--- src/rtl/fault_pkg.sv ---
// Shared types and fault-id helpers for the stuck-at fault campaign controller.
package fault_pkg;

  typedef enum logic [2:0] {
    ST_IDLE,
    ST_GRUN,
    ST_GWAIT,
    ST_SETUP,
    ST_RUN,
    ST_WAIT,
    ST_LOG,
    ST_FIN
  } state_t;

  localparam int DEFAULT_TIMEOUT = 1024;

  // fault_id layout: bit 0 is the stuck value, the upper bits are the site index.
  function automatic logic [31:0] fid_pack(input logic [30:0] site, input logic stuck);
    return {site, stuck};
  endfunction

  function automatic logic [30:0] fid_site(input logic [31:0] id);
    return id[31:1];
  endfunction

  function automatic logic fid_stuck(input logic [31:0] id);
    return id[0];
  endfunction

endpackage

--- src/rtl/fault_run_timer.sv ---
// Cycle counter measuring one DUT run; held at zero while clr is high.
module fault_run_timer
  import fault_pkg::*;
#(
  parameter int TIMEOUT = DEFAULT_TIMEOUT
) (
  input  logic clk,
  input  logic rst,
  input  logic clr,
  input  logic en,
  output logic expired
);

  localparam int TW = (TIMEOUT > 2) ? $clog2(TIMEOUT) : 1;

  logic [TW-1:0] count;

  always_ff @(posedge clk or posedge rst) begin
    if (rst) begin
      count <= '0;
    end else if (clr) begin
      count <= '0;
    end else if (en) begin
      count <= count + 1'b1;
    end
  end

  assign expired = (count == TW'(TIMEOUT - 1));

endmodule

--- src/rtl/fault_campaign_seq.sv ---
// Stuck-at fault campaign sequencer: golden run, then one faulted run per site/polarity.
module fault_campaign_seq
  import fault_pkg::*;
#(
  parameter int NUM_SITES = 64,
  parameter int RES_W     = 16,
  parameter int TIMEOUT   = DEFAULT_TIMEOUT,
  parameter int IDW       = $clog2(2 * NUM_SITES)
) (
  input  logic             clk,
  input  logic             rst,
  input  logic             start,
  output logic             busy,
  output logic             fault_en,
  output logic [IDW-1:0]   fault_id,
  output logic             dut_start,
  input  logic             dut_done,
  input  logic [RES_W-1:0] dut_result,
  output logic             det_valid,
  output logic [IDW-1:0]   det_id,
  output logic             det_hit,
  output logic             det_tmo,
  output logic [IDW:0]     hit_cnt,
  output logic             done,
  output logic             gold_err,
  output state_t           dbg_state
);

  localparam logic [IDW-1:0] LAST_ID = IDW'(fid_pack(31'(NUM_SITES - 1), 1'b1));

  state_t           state;
  logic [RES_W-1:0] golden;
  logic             tmr_en;
  logic             tmr_exp;

  // Timer runs from the launch cycle onward, so expiry lands TIMEOUT cycles after dut_start.
  assign tmr_en    = (state == ST_GRUN) || (state == ST_GWAIT) ||
                     (state == ST_RUN)  || (state == ST_WAIT);
  assign dbg_state = state;

  fault_run_timer #(.TIMEOUT(TIMEOUT)) u_timer (
    .clk     (clk),
    .rst     (rst),
    .clr     (!tmr_en),
    .en      (tmr_en),
    .expired (tmr_exp)
  );

  // Outputs are registered alongside the state transition that implies them.
  always_ff @(posedge clk or posedge rst) begin
    if (rst) begin
      state     <= ST_IDLE;
      busy      <= 1'b0;
      fault_en  <= 1'b0;
      fault_id  <= '0;
      dut_start <= 1'b0;
      det_valid <= 1'b0;
      det_id    <= '0;
      det_hit   <= 1'b0;
      det_tmo   <= 1'b0;
      hit_cnt   <= '0;
      done      <= 1'b0;
      gold_err  <= 1'b0;
      golden    <= '0;
    end else begin
      dut_start <= 1'b0;
      det_valid <= 1'b0;
      done      <= 1'b0;
      unique case (state)
        ST_IDLE: begin
          if (start) begin
            state     <= ST_GRUN;
            busy      <= 1'b1;
            dut_start <= 1'b1;
            hit_cnt   <= '0;
            gold_err  <= 1'b0;
            fault_id  <= '0;
          end
        end
        ST_GRUN: state <= ST_GWAIT;
        ST_GWAIT: begin
          if (dut_done) begin
            golden   <= dut_result;
            fault_en <= 1'b1;
            state    <= ST_SETUP;
          end else if (tmr_exp) begin
            gold_err <= 1'b1;
            done     <= 1'b1;
            state    <= ST_FIN;
          end
        end
        ST_SETUP: begin
          dut_start <= 1'b1;
          state     <= ST_RUN;
        end
        ST_RUN: state <= ST_WAIT;
        ST_WAIT: begin
          if (dut_done || tmr_exp) begin
            det_hit   <= dut_done ? (dut_result != golden) : 1'b1;
            det_tmo   <= !dut_done;
            det_id    <= fault_id;
            det_valid <= 1'b1;
            fault_en  <= 1'b0;
            state     <= ST_LOG;
          end
        end
        ST_LOG: begin
          hit_cnt <= hit_cnt + (IDW + 1)'(det_hit);
          if (fault_id == LAST_ID) begin
            done  <= 1'b1;
            state <= ST_FIN;
          end else begin
            fault_id <= fault_id + 1'b1;
            fault_en <= 1'b1;
            state    <= ST_SETUP;
          end
        end
        ST_FIN: begin
          busy  <= 1'b0;
          state <= ST_IDLE;
        end
        default: state <= ST_IDLE;
      endcase
    end
  end

endmodule
--- config.mk ---
export PLATFORM = sky130hd
export DESIGN_NAME = fault_campaign_seq
export DESIGN_NICKNAME = d
export VERILOG_FILES = /design/src/rtl/fault_pkg.sv /design/src/rtl/fault_run_timer.sv /design/src/rtl/fault_campaign_seq.sv
export SDC_FILE = /design/constraint.sdc
export NUM_CORES = 1
export LEC_CHECK = 0
export BUFFER_PORTS_ARGS = -buffer_cell sky130_fd_sc_hd__buf_2
export CORE_UTILIZATION = 59
export CTS_BUF_LIST = sky130_fd_sc_hd__clkbuf_16
export DETAILED_ROUTE_END_ITERATION = 16
export PLACE_DENSITY = 0.92
export SYNTH_ARGS = -nofsm -noshare
export SYNTH_HDL_FRONTEND = slang
export SYNTH_HIERARCHICAL = 1
export SYNTH_SLANG_ARGS = --single-unit
--- constraint.sdc ---
create_clock -name clk -period 4.68 [get_ports clk]
set_clock_uncertainty 0.15 [all_clocks]
set_input_delay 0.234 -clock clk [delete_from_list [all_inputs] [get_ports clk]]
set_output_delay 0.234 -clock clk [all_outputs]
set_load 0.02 [all_outputs]
==> summary.md <==
| Metric | Value |
|---|---|
| Leading area contributor after synthesis | `dfrtp_1` |
| Worst hold path type | `input pin to flip-flop` |
| Die W | `71.7 µm` |
| Max Slew Vio Count | `0` |
| Worst skew pair latency | `0.33 ns` |
| Number of global-route vias before repair | `2240` |
| Clock transition at path regs | `0.05 ns` |
| Maximum number of pins on one net before global-route repair | `50` |
| Total GRT Usage | `26.2%` |
| Clk buf depth | `2` |
| Initial antenna violation count | `0` |
| Final core occ | `76.7%` |
| Layout area overhead | `20.6%` |
| DIE AREA | `5140 µm²` |
| CTS tree | `built` |
| Number of synthesized flops with an enable pin | `0` |
| Vias | `2206` |
| Hold_buf cts | `1` |
| Worst vdd rail ir drop | `0.000446 V` |
| Share of cells above drive strength 1 | `30.2%` |
| Commonest cells in the netlist | `dfrtp_1 (59), mux2_2 (22), o21ai_0 (18)` |
| Final GP Congestion | `0.780` |
| Sequential fraction of the synthesis area | `51.6%` |
| Pwr dens | `653 nW/µm²` |
| Slowest Stage Delay on Critical Path | `0.66 ns` |
| Synth area leaders | `dfrtp_1 (52%), mux2_2 (8.7%), xnor2_1 (4.9%)` |
| Crit path max fanout | `14` |
| CTS sink cnt | `59` |
| Io pins | `53` |
| Post-synthesis async set-or-reset flop share | `100%` |
| Core Region | `4500 µm²` |
| Share of the synthesized area in the top cell type | `51.6%` |
| Mapped Nets | `282` |
| Worst endpoint required time | `4.72 ns` |
| Origin of the worst min-delay path | `dut_result[5]` |
| Slew HR | `34.0%` |
| RSZ-0062 raised after global routing | `no` |
| PortBufs | `52` |
| Most used DFF post-synth | `dfrtp_1` |
| Syn Inst Count | `258` |
| H-tree depth | `3` |
| Post_cts resized | `0` |
| Final Cell Area | `3450 µm²` |
| Final period util | `60.7%` |
| FILL cells | `298` |
| Overflow left after global routing | `0` |
| Syn Area/Cell | `11.1 µm²` |
| Setup bufs post-CTS | `0` |
| Crit. Startpoint | `dbg_state[2]` |
| Crit path kind | `flip-flop to flip-flop` |
| Core Rows | `24` |
| Root Buffer | `clkbuf_16` |
| CP arrival | `2.88 ns` |
| Endpoints failing setup | `0` |
| DRT Wirelength | `6020 µm` |
| Status | `finished clean` |
| First-pass GRT wire length | `10200 µm` |
| Post-Route Setup TNS | `0 ns` |
| Seq cells post-synth | `59` |
| Setup crit end kind | `flip-flop` |
| Fin crit period | `2.84 ns` |
| Final Hold Viols | `0` |
| Hpwl dp | `4030 µm` |
| Max-cap violations | `0` |
| Post-Syn Area | `2860 µm²` |
| Starting Density | `63.6%` |
| Area of the multi-input gates | `1300 µm²` |
| Cell Area, Placed | `3130 µm²` |
| Sequential Area | `1480 µm²` |
| Synth cell types | `40` |
| Worst Tran Pin Value | `0.988 ns` |
| Total power | `2.26 mW` |
| Routed wire per std cell | `16.3 µm` |
| Detailed Routing Iterations Pass 1 | `4` |
| Die Span Y | `71.7 µm` |
| DR iter-0 viols | `127` |
| YS warnings | `6` |
| Drt drc | `0` |
| Pleak | `1.62 nW` |
| Worst Setup Start Kind | `flip-flop` |
| CP cell instances | `nor2_1, xnor2_1, inv_1, o2111ai_4, or4_1, a21oi_1` |
| Worst r2r src | `dbg_state[2]` |
| Inserted Clock Buffers | `9` |
| Worst path slowest cell | `xnor2_1` |
| Detail Route Antenna Nets | `0` |
| Vias per cell | `5.96` |
| Top-count cell post-synth | `dfrtp_1` |
| N_diodes | `0` |
| Max Clk Rate | `352 MHz` |
| Number of nets in the layout | `337` |
==> stage by stage <==
step / setup WS, ns / hold slack [ns] / instances
final: 1.84 / 0.00203 / 370
after global routing: 1.63 / 0.0180 / 370
after CTS: 1.89 / 0.00121 / 370
after detailed placement: 1.96 / 0.0919 / 353
after global placement: 2.11 / 0.0816 / 353
after floorplan: 2.45 / -0.0758 / 258
==> registers in the layout (all words and copies together) (netlist names) <==
register	flops
dut_start	1
det_id	7
busy	1
fault_id	7
hit_cnt	8
gold_err	1
golden	16
fault_en	1
det_hit	1
done	1
dbg_state	3
det_tmo	1
u_timer/count	10
det_valid	1
==> cell families (layout without fill, tap and decap cells) <==
kind of cell,after synthesis,in the layout,share of synthesized area [%]
buffers and inverters,18,78,3.10
XOR/XNOR,23,23,7.03
adder cells (fa/ha/maj),4,4,1.75
flip-flops,59,59,51.6
AND/OR/NAND/NOR,78,78,15.2
AO/OA/AOI/OAI,49,49,10.9
multiplexers,27,27,10.4
==> report_power, final <==
part	internal [mW]	switching (mW)
registers	0.671	0.174
logic	0.311	0.420
clock network	0.458	0.222
total	1.44	0.815
==> worst paths after layout <==
check | end | slack (ns) | depth (start not counted)
max | u_timer/count[9] | 1.84 | 6
min reg2reg | hit_cnt[7] | 0.33 | 1
min in group asynchronous | u_timer/count[8] | 0.30 | 3
min | golden[5] | 0.002 | 2
max reg2reg | u_timer/count[9] | 1.84 | 6
max in group asynchronous | golden[15] | 3.21 | 3
==> worst max-delay path, delay by kind of cell, from the launching register on <==
family,cells,cell delay [ns]
buffers and inverters,1,0.39
AO/OA/AOI/OAI,2,0.48
AND/OR/NAND/NOR,2,0.36
XOR/XNOR,1,0.66
flip-flops,1,0.65
==> routing by layer <==
| layer | global-route usage, % | vias up | routed length, µm |
|---|---|---|---|
| li1 | - | 1042 | - |
| met1 | 31.1 | 1086 | 2550 |
| met2 | 44.2 | 59 | 3030 |
| met3 | 6.75 | 19 | 275 |
| met4 | 13.5 | 0 | 168 |
| met5 | 0 | - | 0 |
==> cell usage in the layout (no fill, tap or decap), types with 2 or more instances in the layout <==
master / count
a21oi_1: 16
a22o_1: 2
a31oi_1: 2
and3_1: 2
and3b_1: 2
buf_2: 52
bufinv_16: 2
clkbuf_16: 9
clkinv_1: 2
dfrtp_1: 59
ha_1: 4
inv_1: 8
inv_2: 2
mux2_2: 22
mux2i_1: 4
nand2_1: 17
nand2b_1: 2
nand3_1: 11
nand4_1: 8
nor2_1: 17
nor3_1: 4
o21ai_0: 18
o31ai_1: 6
or3_1: 2
or4_1: 5
xnor2_1: 16
xor2_1: 7
==> cell type report <==
cell class / count / share of cell area [%]
well taps: 52 / 1.88
multi-input cells: 181 / 37.6
repair buffers: 53 / 7.83
inverters: 9 / 0.978
clock buffers: 9 / 6.52
clock inverters: 7 / 2.43
flip-flops and latches: 59 / 42.8
Note: power is estimated with default switching activity, not from simulation.
